--- src/rtl/fifo_pop_stream.sv ---
// fifo_pop_stream: read-side adapter for a synchronous BRAM FIFO.
// Issues FIFO pops, absorbs the fixed read latency and presents the words
// as a valid/ready stream through a small skid buffer (RD_LAT+1 entries),
// which is just deep enough for one beat per cycle under backpressure.
// Optional feature: define FIFO_POP_STREAM_STATS_EN to build the
// accepted-beat counter; otherwise beat_count_o is tied to zero.
module fifo_pop_stream #(
  parameter  int DATA_WIDTH     = 36,
  parameter  int RD_LAT         = 1,
  parameter  int STARTUP_CYCLES = 16,
  localparam int BUF_DEPTH      = RD_LAT + 1,
  localparam int OCC_W          = $clog2(BUF_DEPTH + 1)
) (
  input  logic                  clk_i,
  input  logic                  rst_i,
  input  logic                  flush_i,
  input  logic                  fifo_empty_i,
  input  logic [DATA_WIDTH-1:0] fifo_data_i,
  output logic                  fifo_pop_o,
  output logic                  valid_o,
  input  logic                  ready_i,
  output logic [DATA_WIDTH-1:0] data_o,
  output logic [OCC_W-1:0]      occ_o,
  output logic [31:0]           beat_count_o
);

  localparam int PTR_W = $clog2(BUF_DEPTH);
  localparam int CNT_W = (STARTUP_CYCLES > 0) ? $clog2(STARTUP_CYCLES + 1) : 1;

  typedef enum logic {S_WAIT, S_RUN} state_t;

  state_t                  state, state_nxt;
  logic [CNT_W-1:0]        start_cnt;
  logic [RD_LAT-1:0]       infl;      // bit i set: pop issued i+1 cycles ago
  logic [DATA_WIDTH-1:0]   mem [BUF_DEPTH];
  logic [PTR_W-1:0]        rd_ptr, wr_ptr;
  logic [OCC_W-1:0]        occ;
  logic                    capture, xfer;
  int                      infl_cnt, level;

  function automatic logic [PTR_W-1:0] ptr_inc(input logic [PTR_W-1:0] p);
    return (p == PTR_W'(BUF_DEPTH - 1)) ? '0 : p + 1'b1;
  endfunction

  // State register; RUN is sticky until reset.
  always_ff @(posedge clk_i) begin
    if (rst_i) state <= S_WAIT;
    else       state <= state_nxt;
  end

  // Leave WAIT on the edge where the startup counter hits zero, so the first
  // pop lands exactly STARTUP_CYCLES cycles after reset.
  always_comb begin
    state_nxt = state;
    case (state)
      S_WAIT:  if (start_cnt <= CNT_W'(1)) state_nxt = S_RUN;
      S_RUN:   state_nxt = S_RUN;
      default: state_nxt = S_WAIT;
    endcase
  end

  // Startup settle counter, reloaded by reset.
  always_ff @(posedge clk_i) begin
    if (rst_i)                              start_cnt <= CNT_W'(STARTUP_CYCLES);
    else if (state == S_WAIT && start_cnt != '0) start_cnt <= start_cnt - 1'b1;
  end

  // Pop credit: buffered + in-flight words after this cycle's dequeue must
  // leave room, so the buffer can never overflow.
  always_comb begin
    infl_cnt = 0;
    for (int i = 0; i < RD_LAT; i++) infl_cnt += int'(infl[i]);
    valid_o    = (occ != '0) && !flush_i;
    xfer       = valid_o && ready_i;
    level      = int'(occ) + infl_cnt - int'(xfer);
    capture    = infl[RD_LAT-1];
    fifo_pop_o = (state == S_RUN) && !fifo_empty_i && !flush_i && (level < BUF_DEPTH);
  end

  // Skid buffer and in-flight tracking; flush drops both, including the
  // word returning this cycle.
  always_ff @(posedge clk_i) begin
    if (rst_i) begin
      infl   <= '0;
      occ    <= '0;
      rd_ptr <= '0;
      wr_ptr <= '0;
      for (int i = 0; i < BUF_DEPTH; i++) mem[i] <= '0;
    end else if (flush_i) begin
      infl   <= '0;
      occ    <= '0;
      rd_ptr <= '0;
      wr_ptr <= '0;
    end else begin
      infl <= RD_LAT'({infl, fifo_pop_o});
      if (capture) begin
        mem[wr_ptr] <= fifo_data_i;
        wr_ptr      <= ptr_inc(wr_ptr);
      end
      if (xfer) rd_ptr <= ptr_inc(rd_ptr);
      occ <= occ + OCC_W'(capture) - OCC_W'(xfer);
    end
  end

  assign data_o = mem[rd_ptr];
  assign occ_o  = occ;

`ifdef FIFO_POP_STREAM_STATS_EN
  logic [31:0] beat_cnt;

  // Accepted-beat counter; survives flush, wraps naturally.
  always_ff @(posedge clk_i) begin
    if (rst_i)     beat_cnt <= '0;
    else if (xfer) beat_cnt <= beat_cnt + 32'd1;
  end

  assign beat_count_o = beat_cnt;
`else
  assign beat_count_o = 32'h0;
`endif

endmodule

--- config.mk ---
export PLATFORM = sky130hd
export DESIGN_NAME = fifo_pop_stream
export DESIGN_NICKNAME = d
export VERILOG_FILES = /design/src/rtl/fifo_pop_stream.sv
export SDC_FILE = /design/constraint.sdc
export NUM_CORES = 1
export LEC_CHECK = 0
export CAP_MARGIN = 20
export CELL_PAD_IN_SITES_DETAIL_PLACEMENT = 1
export CELL_PAD_IN_SITES_GLOBAL_PLACEMENT = 2
export CORE_MARGIN = 2
export CORE_UTILIZATION = 34
export DETAILED_ROUTE_END_ITERATION = 10
export GPL_ROUTABILITY_DRIVEN = 1
export PLACE_DENSITY_LB_ADDON = 0.1
export SLEW_MARGIN = 20
export SYNTH_ARGS = -nofsm -noshare
export SYNTH_HDL_FRONTEND = slang
export SYNTH_SLANG_ARGS = --single-unit
export TNS_END_PERCENT = 100
--- constraint.sdc ---
create_clock -name clk_i -period 6.4 [get_ports clk_i]
set_input_delay 0.64 -clock clk_i [delete_from_list [all_inputs] [get_ports clk_i]]
set_output_delay 0.64 -clock clk_i [all_outputs]
set_load 0.02 [all_outputs]
# [Yosys cells after proc, flatten, opt, wreduce, memory -nomap -nowiden]
# Memory sizes are Yosys's and may differ from the RTL's. A register that Yosys moved wholly into a read port is not among the register bits.
# Index checks and enable logic that the tools add are counted.
[totals] n_memories=1 wordCells=44 inputBits=41 register_bits=11 ramBits=72 out_inout_bits=72
[classes] n_lt_le_gt_ge=2 n_mux=15 bitwise=1 n_reduce_logical=12 n_addsub=7
[memory_table] memory="mem" words=2 word_bits=36 read_ports=1 rd_clocked_by_memory_dff=1 wr=2 line="35" source="logic [DATA_WIDTH-1:0] mem [BUF_DEPTH];"
[ops] cell="$mux W36" n=1
[ops] cell="$reduce_or A36 Y1" n=1
[ops] cell="$mux W1" n=13
[ops] cell="$logic_and A1 B1 Y1" n=6
[ops] cell="$le A5 B1 Y1 const B" n=1
[ops] cell="$reduce_bool A5 Y1" n=1
[ops] cell="$sub A5 B1 Y5 const B" n=1
[ops] cell="$lt A4 B3 Y1 const B" n=1
[ops] cell="$sub A3 B1 Y4" n=1
[ops] cell="$add A2 B1 Y3" n=1
[ops] cell="$add A1 B1 Y1 const B" n=2
[ops] cell="$add A2 B1 Y2" n=1
[ops] cell="$logic_not A1 Y1" n=2
[ops] cell="$pmux W1 S2" n=1
[ops] cell="$reduce_bool A2 Y1" n=1
[ops] cell="$reduce_or A2 Y1" n=1
[ops] cell="$sub A2 B1 Y2" n=1
[ops] cell="$not A1 Y1" n=1

# [Depth between registers and ports, before layout]
[logic_depth] ltp_word=6 ltp_mapped=10 depth_no_buf=10

# [Least setup slack after synthesis]
# Ideal clock, no wire load.
[synth_timing] kind="input -> output" startpoint="in flush_i" endpoint="out fifo_pop_o" t_arrival_ps=2624 path_buffers=0 stages=10 t_required_ps=5760 slack_ps=3136 path_cell_list="o21ba_2 and2_1 ha_1 inv_1 ha_1 inv_1 fa_1 xnor2_1 a22oi_1 nor3_1"
[synth_between] elab_chain_len=6 elab_cells_between_ends=7 classes_between="add/sub: 1; order compare: 1; reduce/logical: 5"
[synth_rtl] element="from (decl)" line="16" source="input logic flush_i,"
[synth_rtl] element="$logic_not A1 Y1" line="73" source="valid_o = (occ != '0) && !flush_i;"
[synth_rtl] element="$logic_and A1 B1 Y1" line="73"
[synth_rtl] element="$logic_and A1 B1 Y1" line="74" source="xfer = valid_o && ready_i;"
[synth_rtl] element="via xfer" line="38" source="logic capture, xfer;"
[synth_rtl] element="$sub A3 B1 Y4" line="75" source="level = int'(occ) + infl_cnt - int'(xfer);"
[synth_rtl] element="$lt A4 B3 Y1" line="77" source="fifo_pop_o = (state == S_RUN) && !fifo_empty_i && !flush_i && (level < BUF_DEPTH);"
[synth_rtl] element="$logic_and A1 B1 Y1" line="77"
[synth_rtl] element="to (decl)" line="19" source="output logic fifo_pop_o,"
# The timed path passes the listed nets, and every way through them passes these cells.

# [Worst setup path in the final report]
# Same ends and word-level chain as after synthesis.

==> flow_metrics.py <==
metrics = {
    "run_status": {
        "run_status": "completed",
    },
    "placed_design": {
        "gpl.final_weighted_congestion": 0.704,
        "place.detailed.hpwl_mm": 4.95,
        "place.port_buffers": 80,
        "pre_cts_ws_ps": 2070,
    },
    "clock_tree": {
        "ctsRootBufferMaster": "sky130_fd_sc_hd__clkbuf_16",
        "cts.repair_timing.setup_buffer_count": 0,
        "clock_transition_at_path_regs_ps": 60,
        "clk-insertion-delay-late_ps": 340,
        "tritoncts": "built",
        "cts_inserted_buffers": 9,
        "cts.path.max_buffers": 2,
        "clock_sink_count": 84,
        "cts_hold_repair.buffers": 0,
        "clock_tree.htree_level_count": 3,
        "cts-resized-gates": 0,
    },
    "detailed_routing": {
        "first_iter_violations": 70,
        "routedWlPerCell_um": 14.9,
        "routed_wirelength_mm": 7.78,
        "firstDrtPassIters": 4,
        "route.detailed.vias_per_inst": 4.44,
        "detail_route.drc_violations": 0,
        "num_vias": 2315,
        "drtAntennaViolNets": 0,
    },
    "cells_and_area": {
        "antenna_fix_cells": 0,
        "areaGrowthSynthToFinish_pct": 26.3,
        "drive_gt1_frac": 0.167,
        "num-fill-cells": 1199,
        "multiInputGateArea_sq_mm": 0.00135,
        "layout.area.seq_sq_mm": 0.00240,
        "fin_nets": 421,
    },
    "sta": {
        "worst_pin_slew_ps": 930,
        "grt_setup_unrepaired": "false",
        "drv_slew": 0,
        "final.min_clock_period_ps": 4300,
        "achievable-frequency_ghz": 0.232,
        "min_period_over_period": 0.672,
        "hold_viol": 0,
        "timing.final.setup_violations": 0,
        "final_setup_margin_ps": 2100,
        "slew_headroom": 0.380,
        "finalClockSkew_ps": 8.91,
        "timing.setup.tns_ps": 0,
    },
    "floorplan": {
        "fp-row-count": 39,
        "die_height_um": 113,
        "coreArea_sq_mm": 0.0115,
        "floorplan.die_area_sq_mm": 0.0127,
        "horizontal_die_dimension_um": 113,
        "ios": 113,
        "floorplan.initialDensity": 0.349,
    },
    "synth": {
        "synthCells": 293,
        "yosysTopAreaCellShare": 0.539,
        "synth-seq-area-share": 0.599,
        "synthesis.area_per_instance_sq_um": 13.7,
        "ys_ff_latch": 84,
        "synth_top_cell_by_area": "sky130_fd_sc_hd__edfxtp_1",
        "synth.yosys.warnings": 0,
        "synth.area.top_cells": "sky130_fd_sc_hd__edfxtp_1 (54%), sky130_fd_sc_hd__and2_1 (12%), sky130_fd_sc_hd__mux2_2 (10%)",
        "synthDistinctLibCells": 37,
        "synthesis.area_sq_mm": 0.00401,
    },
    "global_routing": {
        "globalRouteOverflowTotal": 0,
        "global_route.usage.total": 0.128,
        "number_of_antenna_violations_at_the_first_check_in_global_routing": 0,
        "via_count_of_the_first_global_routing_pass": 2439,
        "grt_pass1_wl_mm": 12.4,
        "grt_start_max_net_pins": 38,
    },
    "setup_path": {
        "cp_data_arrival_time_ps": 3660,
        "cp.depth": 12,
        "worst_setup_sp_type": "input port",
        "cp_data_required_time_ps": 5760,
        "critical_path.cell_chain": "clkdlybuf4s50_1 > o21ba_2 > and2_1 > ha_1 > inv_1 > ha_1 > inv_1 > fa_1 > xnor2_1 > a22oi_1 > nor3_1 > clkdlybuf4s50_1",
        "worst_r2r_path_depth": 10,
        "path_delay_family": "buffers and inverters",
        "crit_path_max_incr_delay_ps": 660,
        "timing.critical_path.buf_inv": 4,
        "critical_path.slowest_cell": "sky130_fd_sc_hd__clkdlybuf4s50_1",
        "crit_fanout": 7,
        "end_kind": "primary output",
        "worst-setup-path-type": "in2out",
    },
    "power": {
        "power.density_mw_per_mm2": 261,
        "static-leakage-power_nw": 1.92,
        "irDropWorstVdd_uv": 126,
    },
    "run": {
        "max_cap_viol_count": 0,
    },
    "worst_hold_path": {
        "min_delay_path_depth": 2,
        "holdCritPathClass": "reg2reg",
    },
}
cells in the final DEF (no fill, tap or decap), types with 3 or more instances in the layout:
cell type and n:
sky130_fd_sc_hd__a21oi_1 4, sky130_fd_sc_hd__inv_6 3, sky130_fd_sc_hd__and2_1 74, sky130_fd_sc_hd__nand2_1 3
sky130_fd_sc_hd__o21ai_0 3, sky130_fd_sc_hd__clkbuf_16 9, sky130_fd_sc_hd__conb_1 32, sky130_fd_sc_hd__nand2b_1 5
sky130_fd_sc_hd__nor3_1 4, sky130_fd_sc_hd__inv_1 6, sky130_fd_sc_hd__mux2_2 36, sky130_fd_sc_hd__ha_1 6
sky130_fd_sc_hd__edfxtp_1 72, sky130_fd_sc_hd__clkdlybuf4s50_1 80, sky130_fd_sc_hd__dfxtp_1 11
logic make-up (layout without fill, tap and decap cells):
family,Yosys count,after routing,synth area share
AOI/OAI and AO/OA,13,13,0.0212
xor gates and xnor gates,2,2,0.00437
other,1,32,0.000936
adders and majority gates,7,7,0.0237
DFF,84,84,0.599
and+or+nand+nor,99,99,0.157
muxes,36,36,0.101
buffers and inverters,51,105,0.0921
area by class of cell:
cell class,count,area share
multi-input combinational,189,0.267
clock inverter,7,0.0114
timing repair buffer,82,0.161
inverter,7,0.00519
sequential,84,0.475
clock buffer,9,0.0445
tap,143,0.0354
routing by layer:
metal / global-route usage / vias to the layer above / share of wire
met5: 0 / - / 0
met4: 0.0561 / 0 / 0.018
met3: 0.0297 / 13 / 0.051
met2: 0.219 / 62 / 0.50
met1: 0.155 / 1128 / 0.43
li1: - / 1112 / -
registers in the layout, summed over array words and instances (netlist names), named ones only:
| name | cells |
|---|---|
| capture | 1 |
| occ_o | 2 |
| state | 1 |
| rd_ptr | 1 |
| wr_ptr | 1 |
| mem | 72 |
| start_cnt | 5 |
stage by stage:
step	total power, mW	util	hold slack [ps]	instance area (sq um)	std cells
floorplan	0.787	-	447	4120	324
global placement	0.842	0.417	486	4780	505
detailed placement	0.846	0.417	469	4780	505
CTS	1.34	0.441	487	5060	521
global route	1.39	0.441	522	5060	521
finish	1.32	0.441	484	5060	521
worst paths after layout:
| kind | from | end | slack (ps) |
|---|---|---|---|
| setup / recovery | flush_i | fifo_pop_o | 2100 |
| setup reg to reg | occ_o[1] | capture | 4120 |
| hold reg to reg | rd_ptr | flop | 480 |
| hold / removal | rd_ptr | flop | 480 |
power breakdown:
group          switching (mW)  internal (mW)
Combinational          0.0946         0.0853
Clock                   0.220          0.269
Sequential             0.0236          0.628
cell usage after synthesis:
cell / instances
sky130_fd_sc_hd__a311oi_1: 1
sky130_fd_sc_hd__and3_1: 1
sky130_fd_sc_hd__nand2_1: 3
sky130_fd_sc_hd__a21oi_2: 1
sky130_fd_sc_hd__and2_1: 74
sky130_fd_sc_hd__inv_2: 1
sky130_fd_sc_hd__xnor2_1: 2
sky130_fd_sc_hd__a22oi_1: 1
sky130_fd_sc_hd__conb_1: 1
sky130_fd_sc_hd__or4b_4: 1
sky130_fd_sc_hd__o21ba_2: 1
sky130_fd_sc_hd__buf_2: 4
sky130_fd_sc_hd__a21o_1: 1
sky130_fd_sc_hd__buf_6: 7
sky130_fd_sc_hd__clkbuf_1: 1
sky130_fd_sc_hd__nand3b_1: 1
sky130_fd_sc_hd__ha_1: 6
sky130_fd_sc_hd__a21oi_1: 4
sky130_fd_sc_hd__nand4b_1: 1
sky130_fd_sc_hd__o21ai_0: 3
sky130_fd_sc_hd__fa_1: 1
sky130_fd_sc_hd__nand2b_1: 5
sky130_fd_sc_hd__nand3_1: 1
sky130_fd_sc_hd__mux2_2: 36
sky130_fd_sc_hd__nor4_4: 1
sky130_fd_sc_hd__nor3_1: 4
sky130_fd_sc_hd__buf_4: 32
sky130_fd_sc_hd__or2_2: 1
sky130_fd_sc_hd__or3_1: 1
sky130_fd_sc_hd__nor2_2: 1
sky130_fd_sc_hd__o31ai_1: 1
sky130_fd_sc_hd__inv_1: 6
sky130_fd_sc_hd__edfxtp_1: 72
sky130_fd_sc_hd__nor2_1: 1
sky130_fd_sc_hd__or2_1: 1
sky130_fd_sc_hd__dfxtp_1: 12
sky130_fd_sc_hd__nor4_1: 2
worst reg2reg max path: cells and delay by family (launching register included):
kind	cells	cell delay (ps)
xor+xnor	1	150
compound gates	2	350
simple gates	2	380
buf+inv	2	120
fa+ha+maj	3	810
flops	1	370
No activity file was read; power rests on OpenSTA's default activity.
